$ cat config.mk
export PLATFORM = sky130hd
export DESIGN_NAME = dm_arbiter_flat
export DESIGN_NICKNAME = d
export VERILOG_FILES = /design/src/rtl/dm_arbiter_if.sv /design/src/rtl/dm_arbiter.sv /design/src/flat_wrapper.sv
export SDC_FILE = /design/constraint.sdc
export NUM_CORES = 1
export LEC_CHECK = 0
export CAP_MARGIN = 20
export CORE_UTILIZATION = 38
export DETAILED_ROUTE_END_ITERATION = 8
export PLACE_DENSITY_LB_ADDON = 0.3
export SETUP_SLACK_MARGIN = 0.3
export SLEW_MARGIN = 20
export SYNTH_ARGS = -nofsm -noshare
export SYNTH_HDL_FRONTEND = slang
export SYNTH_SLANG_ARGS = --single-unit
$ cat constraint.sdc
create_clock -name clk -period 2 [get_ports clk]
set_clock_uncertainty 0.05 [all_clocks]
set_input_delay 0.4 -clock clk [delete_from_list [all_inputs] [get_ports clk]]
set_output_delay 0.4 -clock clk [all_outputs]
set_load 0.01 [all_outputs]
$ cat src/rtl/dm_arbiter_if.sv
// Bundle of the two requester handshakes and the data-memory port shared by dm_arbiter.
// The arbiter uses the slave view; requesters and the memory model use the master view.
interface dm_arbiter_if #(
  parameter int DATA_W = 32
);
  logic              req0;
  logic              we0;
  logic [31:0]       addr0;
  logic [DATA_W-1:0] wd0;
  logic              gnt0;
  logic              done0;
  logic [DATA_W-1:0] rd0;
  logic              err0;

  logic              req1;
  logic              we1;
  logic [31:0]       addr1;
  logic [DATA_W-1:0] wd1;
  logic              gnt1;
  logic              done1;
  logic [DATA_W-1:0] rd1;
  logic              err1;

  logic              mem_we;
  logic [31:0]       mem_addr;
  logic [DATA_W-1:0] mem_wd;
  logic [DATA_W-1:0] mem_rd;

  modport slave (
    input  req0, we0, addr0, wd0, req1, we1, addr1, wd1, mem_rd,
    output gnt0, done0, rd0, err0, gnt1, done1, rd1, err1,
    output mem_we, mem_addr, mem_wd
  );

  modport master (
    output req0, we0, addr0, wd0, req1, we1, addr1, wd1, mem_rd,
    input  gnt0, done0, rd0, err0, gnt1, done1, rd1, err1,
    input  mem_we, mem_addr, mem_wd
  );
endinterface

$ cat src/rtl/dm_arbiter.sv
// Two-port arbiter in front of the single-port data RAM: gnt -> access -> done, 2 cycles/transaction.
// Define DM_ARB_PRIO_EN for fixed priority (port 0 wins ties); default is round-robin.
module dm_arbiter #(
  parameter logic [31:0] ADDR_LIMIT = 32'h0000_4000,
  parameter int          DATA_W     = 32
) (
  input  logic               clk,
  input  logic               reset,
  dm_arbiter_if.slave        bus
);

  typedef enum logic [1:0] {
    IDLE   = 2'd0,
    ACCESS = 2'd1,
    RESP   = 2'd2
  } state_t;

  state_t            state_q, state_d;
  logic              lat_we_q;
  logic [31:0]       lat_addr_q;
  logic [DATA_W-1:0] lat_wd_q;
  logic              owner_q;
  logic              err_q;
  logic [DATA_W-1:0] rd0_q, rd1_q;
`ifndef DM_ARB_PRIO_EN
  logic              last_q;
`endif

  logic [1:0]        req_w;
  logic              winner;
  logic              grant;
  logic              legal;
  logic              done;

  assign req_w = {bus.req1, bus.req0};

  // Winner selection; only meaningful when grant is asserted.
  always_comb begin
    winner = 1'b0;
`ifdef DM_ARB_PRIO_EN
    winner = ~req_w[0];
`else
    if (req_w == 2'b11) begin
      winner = ~last_q;
    end else begin
      winner = ~req_w[0];
    end
`endif
  end

  assign grant = ((state_q == IDLE) || (state_q == RESP)) && (|req_w) && !reset;
  assign legal = (lat_addr_q[1:0] == 2'b00) && (lat_addr_q < ADDR_LIMIT);
  assign done  = (state_q == RESP) && !reset;

  always_comb begin
    state_d = state_q;
    case (state_q)
      IDLE:    state_d = grant ? ACCESS : IDLE;
      ACCESS:  state_d = RESP;
      RESP:    state_d = grant ? ACCESS : IDLE;
      default: state_d = IDLE;
    endcase
  end

  always_ff @(posedge clk) begin
    if (reset) begin
      state_q    <= IDLE;
      lat_we_q   <= 1'b0;
      lat_addr_q <= '0;
      lat_wd_q   <= '0;
      owner_q    <= 1'b0;
      err_q      <= 1'b0;
      rd0_q      <= '0;
      rd1_q      <= '0;
`ifndef DM_ARB_PRIO_EN
      last_q     <= 1'b1;
`endif
    end else begin
      state_q <= state_d;
      if (grant) begin
        owner_q    <= winner;
        lat_we_q   <= winner ? bus.we1   : bus.we0;
        lat_addr_q <= winner ? bus.addr1 : bus.addr0;
        lat_wd_q   <= winner ? bus.wd1   : bus.wd0;
`ifndef DM_ARB_PRIO_EN
        last_q     <= winner;
`endif
      end
      if (state_q == ACCESS) begin
        err_q <= !legal;
        // Illegal reads leave the owner's read register untouched.
        if (!lat_we_q && legal) begin
          if (owner_q) begin
            rd1_q <= bus.mem_rd;
          end else begin
            rd0_q <= bus.mem_rd;
          end
        end
      end
    end
  end

  assign bus.gnt0  = grant && !winner;
  assign bus.gnt1  = grant && winner;
  assign bus.done0 = done && !owner_q;
  assign bus.done1 = done && owner_q;
  assign bus.err0  = done && !owner_q && err_q;
  assign bus.err1  = done && owner_q && err_q;
  assign bus.rd0   = rd0_q;
  assign bus.rd1   = rd1_q;

  // Address/data come straight from the latch, so they hold between accesses.
  assign bus.mem_we   = (state_q == ACCESS) && lat_we_q && legal && !reset;
  assign bus.mem_addr = lat_addr_q;
  assign bus.mem_wd   = lat_wd_q;

endmodule

$ cat src/flat_wrapper.sv
// flat-port wrapper written by rule: the top's interface ports become plain ports
module dm_arbiter_flat 
#(
  parameter logic [31:0] ADDR_LIMIT = 32'h0000_4000,
  parameter int          DATA_W     = 32
)
  (clk, reset, bus_req0, bus_we0, bus_addr0, bus_wd0, bus_req1, bus_we1, bus_addr1, bus_wd1, bus_mem_rd, bus_gnt0, bus_done0, bus_rd0, bus_err0, bus_gnt1, bus_done1, bus_rd1, bus_err1, bus_mem_we, bus_mem_addr, bus_mem_wd);
  dm_arbiter_if #(.DATA_W(DATA_W)) bus_i ();
  input  logic clk;
  input  logic reset;
  input wire logic [$bits(bus_i.req0)-1:0] bus_req0;
  input wire logic [$bits(bus_i.we0)-1:0] bus_we0;
  input wire logic [$bits(bus_i.addr0)-1:0] bus_addr0;
  input wire logic [$bits(bus_i.wd0)-1:0] bus_wd0;
  input wire logic [$bits(bus_i.req1)-1:0] bus_req1;
  input wire logic [$bits(bus_i.we1)-1:0] bus_we1;
  input wire logic [$bits(bus_i.addr1)-1:0] bus_addr1;
  input wire logic [$bits(bus_i.wd1)-1:0] bus_wd1;
  input wire logic [$bits(bus_i.mem_rd)-1:0] bus_mem_rd;
  output wire logic [$bits(bus_i.gnt0)-1:0] bus_gnt0;
  output wire logic [$bits(bus_i.done0)-1:0] bus_done0;
  output wire logic [$bits(bus_i.rd0)-1:0] bus_rd0;
  output wire logic [$bits(bus_i.err0)-1:0] bus_err0;
  output wire logic [$bits(bus_i.gnt1)-1:0] bus_gnt1;
  output wire logic [$bits(bus_i.done1)-1:0] bus_done1;
  output wire logic [$bits(bus_i.rd1)-1:0] bus_rd1;
  output wire logic [$bits(bus_i.err1)-1:0] bus_err1;
  output wire logic [$bits(bus_i.mem_we)-1:0] bus_mem_we;
  output wire logic [$bits(bus_i.mem_addr)-1:0] bus_mem_addr;
  output wire logic [$bits(bus_i.mem_wd)-1:0] bus_mem_wd;
  assign bus_i.req0 = bus_req0;
  assign bus_i.we0 = bus_we0;
  assign bus_i.addr0 = bus_addr0;
  assign bus_i.wd0 = bus_wd0;
  assign bus_i.req1 = bus_req1;
  assign bus_i.we1 = bus_we1;
  assign bus_i.addr1 = bus_addr1;
  assign bus_i.wd1 = bus_wd1;
  assign bus_i.mem_rd = bus_mem_rd;
  assign bus_gnt0 = bus_i.gnt0;
  assign bus_done0 = bus_i.done0;
  assign bus_rd0 = bus_i.rd0;
  assign bus_err0 = bus_i.err0;
  assign bus_gnt1 = bus_i.gnt1;
  assign bus_done1 = bus_i.done1;
  assign bus_rd1 = bus_i.rd1;
  assign bus_err1 = bus_i.err1;
  assign bus_mem_we = bus_i.mem_we;
  assign bus_mem_addr = bus_i.mem_addr;
  assign bus_mem_wd = bus_i.mem_wd;
  dm_arbiter #(.ADDR_LIMIT(ADDR_LIMIT), .DATA_W(DATA_W)) u_core (.clk(clk), .reset(reset), .bus(bus_i));
endmodule
==> out/metrics.yaml <==
cp_data_arrival_time_ps: 1630
vias: 6168
worst-r2r-setup-slack_ps: 30
final_layout_size_suffix_gt1_frac: 0.161
seqPwrFrac: 0.400
yosysTopAreaCell: "dfxtp_1"
power_density_nw_per_um2: 770
drc_errors: 6
p_sw_frac: 0.272
slew_headroom: 0.246
grt_pass1_vias: 5891
switchingPower_mw: 1.95
yosysSeqAreaShare: 0.514
first_pass_iters: 9
die_x_um: 119
period_needed_ps: 2080
synth_edf_count: 0
dr_wl_met3_um: 1800
instances_no_fill: 1077
async_flop_share: 0
cts_max_level: 4
ioPinCount: 301
hold_end: "u_core.bus.rd0[11]$_SDFFE_PP0P_"
netlist-cell-type-count: 26
fill_cells: 1045
hold_viol: 0
whs_ps: 419
dp_hpwl_um: 13800
hold_path_class: "flip-flop to flip-flop"
fp-row-count: 42
grt.total_usage: 0.272
synthTopCellsByArea: "dfxtp_1 (51%), a222oi_1 (11%), nand4_1 (7.9%)"
hold_depth: 2
viasPerCell: 5.73
dp_cells: 1028
p_leak_nw: 4.03
m1WireLength_um: 7970
status: "finished with violations"
coreArea_um2: 13300
min_from: "u_core.bus.rd0[11]$_SDFFE_PP0P_"
avgRoutedWirePerCell_um: 19.5
clk_pin_slew_ps: 60
path_max_fanout: 2
die_h_um: 119
ant_nets: 0
violations: "design-rule violations, negative setup slack"
top_layer_used: "met4"
numCtsBuffers: 17
power_mw: 7.19
netlist_area_um2: 5220
cpLargestDelayFamily: "simple AND/OR/NAND/NOR gates"
drt_iter0_markers: 840
slowest_stage: "nor4_4"
yosys-top-cells-count: "dfxtp_1 (134), nand4_1 (66), a21oi_1 (65)"
cts_hold_buf: 0
p_comb_frac: 0.198
finalCritPeriodShare: 1.04
setup_viol: 1
worstMarginPinSlew_ps: 1130
yosys.area.top_type_share: 0.514
ys.flop_type: "dfxtp_1"
ys_ff_latch: 134
antenna_found_initial: 1
wl_met2_um: 10800
max-vdd-ir-drop_v: 0.000504
path_cells: "nor4_4 > and3_4 > and4b_1 > buf_6"
final_max_slew_viol_count: 0
syn_inst: 565
critPathKind: "flip-flop to output port"
fin_nets: 1053
die-area_um2: 14200
maxCapViolCount: 0
syn_nets: 731
setup_tns_ps: -78.2
root_buffer: "clkbuf_16"
syn_area_per_cell_um2: 9.24
p_clk_frac: 0.402
synth_warnings: 0
setup_ws_ps: -78.2
io_buffers: 300
p_int_mw: 5.24
worstReg2RegEnd: "u_core.bus.rd1[22]$_SDFFE_PP0P_"
grt_pass1_wl_um: 30300
cts_max_path_buffers: 2
worstReg2RegStart: "u_core.bus.mem_addr[18]$_SDFFE_PP0P_"
critPathLaunchType: "flip-flop"
crit_buf_inv: 1
dpl_cell_area_um2: 8560
rr_worst_depth: 5
max_freq_ghz: 0.481
wirelength_um: 21000
grt_max_degree: 108
yosysMostFrequentCell: "dfxtp_1"
grt_overflow: 0
rsz0062_at_grt: "true"
gp_congestion: 0.871
syn_to_final_growth_pct: 78.8
clock-sinks: 134
cts_tree: "done"
critical_path.max_stage_delay_ps: 340
final_area_um2: 9340
start_util: 0.391
crit_required_ps: 1550
endpoint_kind: "output port"
clk_latency_ps: 420
[layer usage]
layer,global-route usage,vias up
met5,0,-
met4,0.115,0
met3,0.0929,29
met2,0.468,359
met1,0.304,2944
li1,-,2836
[what timing repair did]
item,CTS,global route
gates cloned,0,5
setup endpoints to repair,266,100
pin swaps,13,37
buffers inserted,2,9
gates resized for setup,204,18
[power groups by stage]
stage                     Clock, mW  Sequential (mW)  Combinational (mW)
after floorplan                   0             2.96               0.544
after global placement            0             2.92                1.34
after detailed placement          0             2.92                1.37
after CTS                      2.94             2.87                1.33
after global routing           3.08             2.89                1.51
final                          2.89             2.88                1.43
[final cells by class]
cell class	instances	area, um2	share of cell area
Sequential cell	134	2710	0.290
Clock buffer	19	443	0.0474
Timing Repair Buffer	370	3560	0.381
Antenna cell	1	2.50	0.000268
Multi-Input combinational cell	361	2280	0.245
Clock inverter	13	109	0.0117
Inverter	3	11.3	0.00121
Tap cell	176	220	0.0236
[state kept, by name (all words and copies together), names as in the netlist]
name	cells
u_core.owner_q	1
u_core.lat_we_q	1
u_core.last_q	1
u_core.bus.rd1	32
u_core.state_q	2
u_core.bus.rd0	32
u_core.bus.mem_addr	32
u_core.err_q	1
u_core.bus.mem_wd	32
[stage by stage]
step	setup WS, ps	utilization
floorplan	299	-
global placement	-340	0.641
detailed placement	-398	0.641
CTS	-114	0.680
global route	-144	0.699
finish	-78.2	0.699
[placed cells by master (no fill, tap or decap), drive strengths merged]
cell type	instances
clkdlybuf4s50	162
dfxtp	134
dlygate4sd2	130
buf	73
nand4	66
a21oi	65
o21ai	65
nor2	60
a222oi	56
clkbuf	24
nand2	19
a22oi	9
clkinvlp	6
clkinv	6
nor4	5
and3	3
nor2b	3
inv	3
and2	2
diode	1
o211a	1
a2111oi	1
and2b	1
and4b	1
o21bai	1
nand3	1
a211oi	1
a21o	1
bufinv	1
[cells by family after synthesis]
logic type / synth area share
compound gates: 0.257
simple gates: 0.165
flops: 0.514
buf+inv: 0.0642
[worst max-delay path by stage]
stage / start / end / slack [ps] / cells past startpoint
floorplan: reset / bus_gnt1 / 300 / 4
global placement: bus_req0 / bus_gnt1 / -340 / 3
detailed placement: bus_req0 / u_core.bus.mem_wd[29]$_SDFFE_PP0P_ / -400 / 5
CTS: u_core.bus.mem_addr[29]$_SDFFE_PP0P_ / bus_mem_we / -110 / 4
global route: u_core.bus.mem_addr[22]$_SDFFE_PP0P_ / bus_mem_we / -140 / 4
finish: u_core.bus.mem_addr[1]$_SDFFE_PP0P_ / bus_mem_we / -80 / 4
[worst register-to-register path: cells and delay by family (launching register included)]
kind / cells / cell delay (ps)
AND/OR/NAND/NOR: 3 / 780
buffers and inverters: 1 / 520
flip-flops: 1 / 330
AO/OA/AOI/OAI: 1 / 190
(Power assumes the default switching activity.)
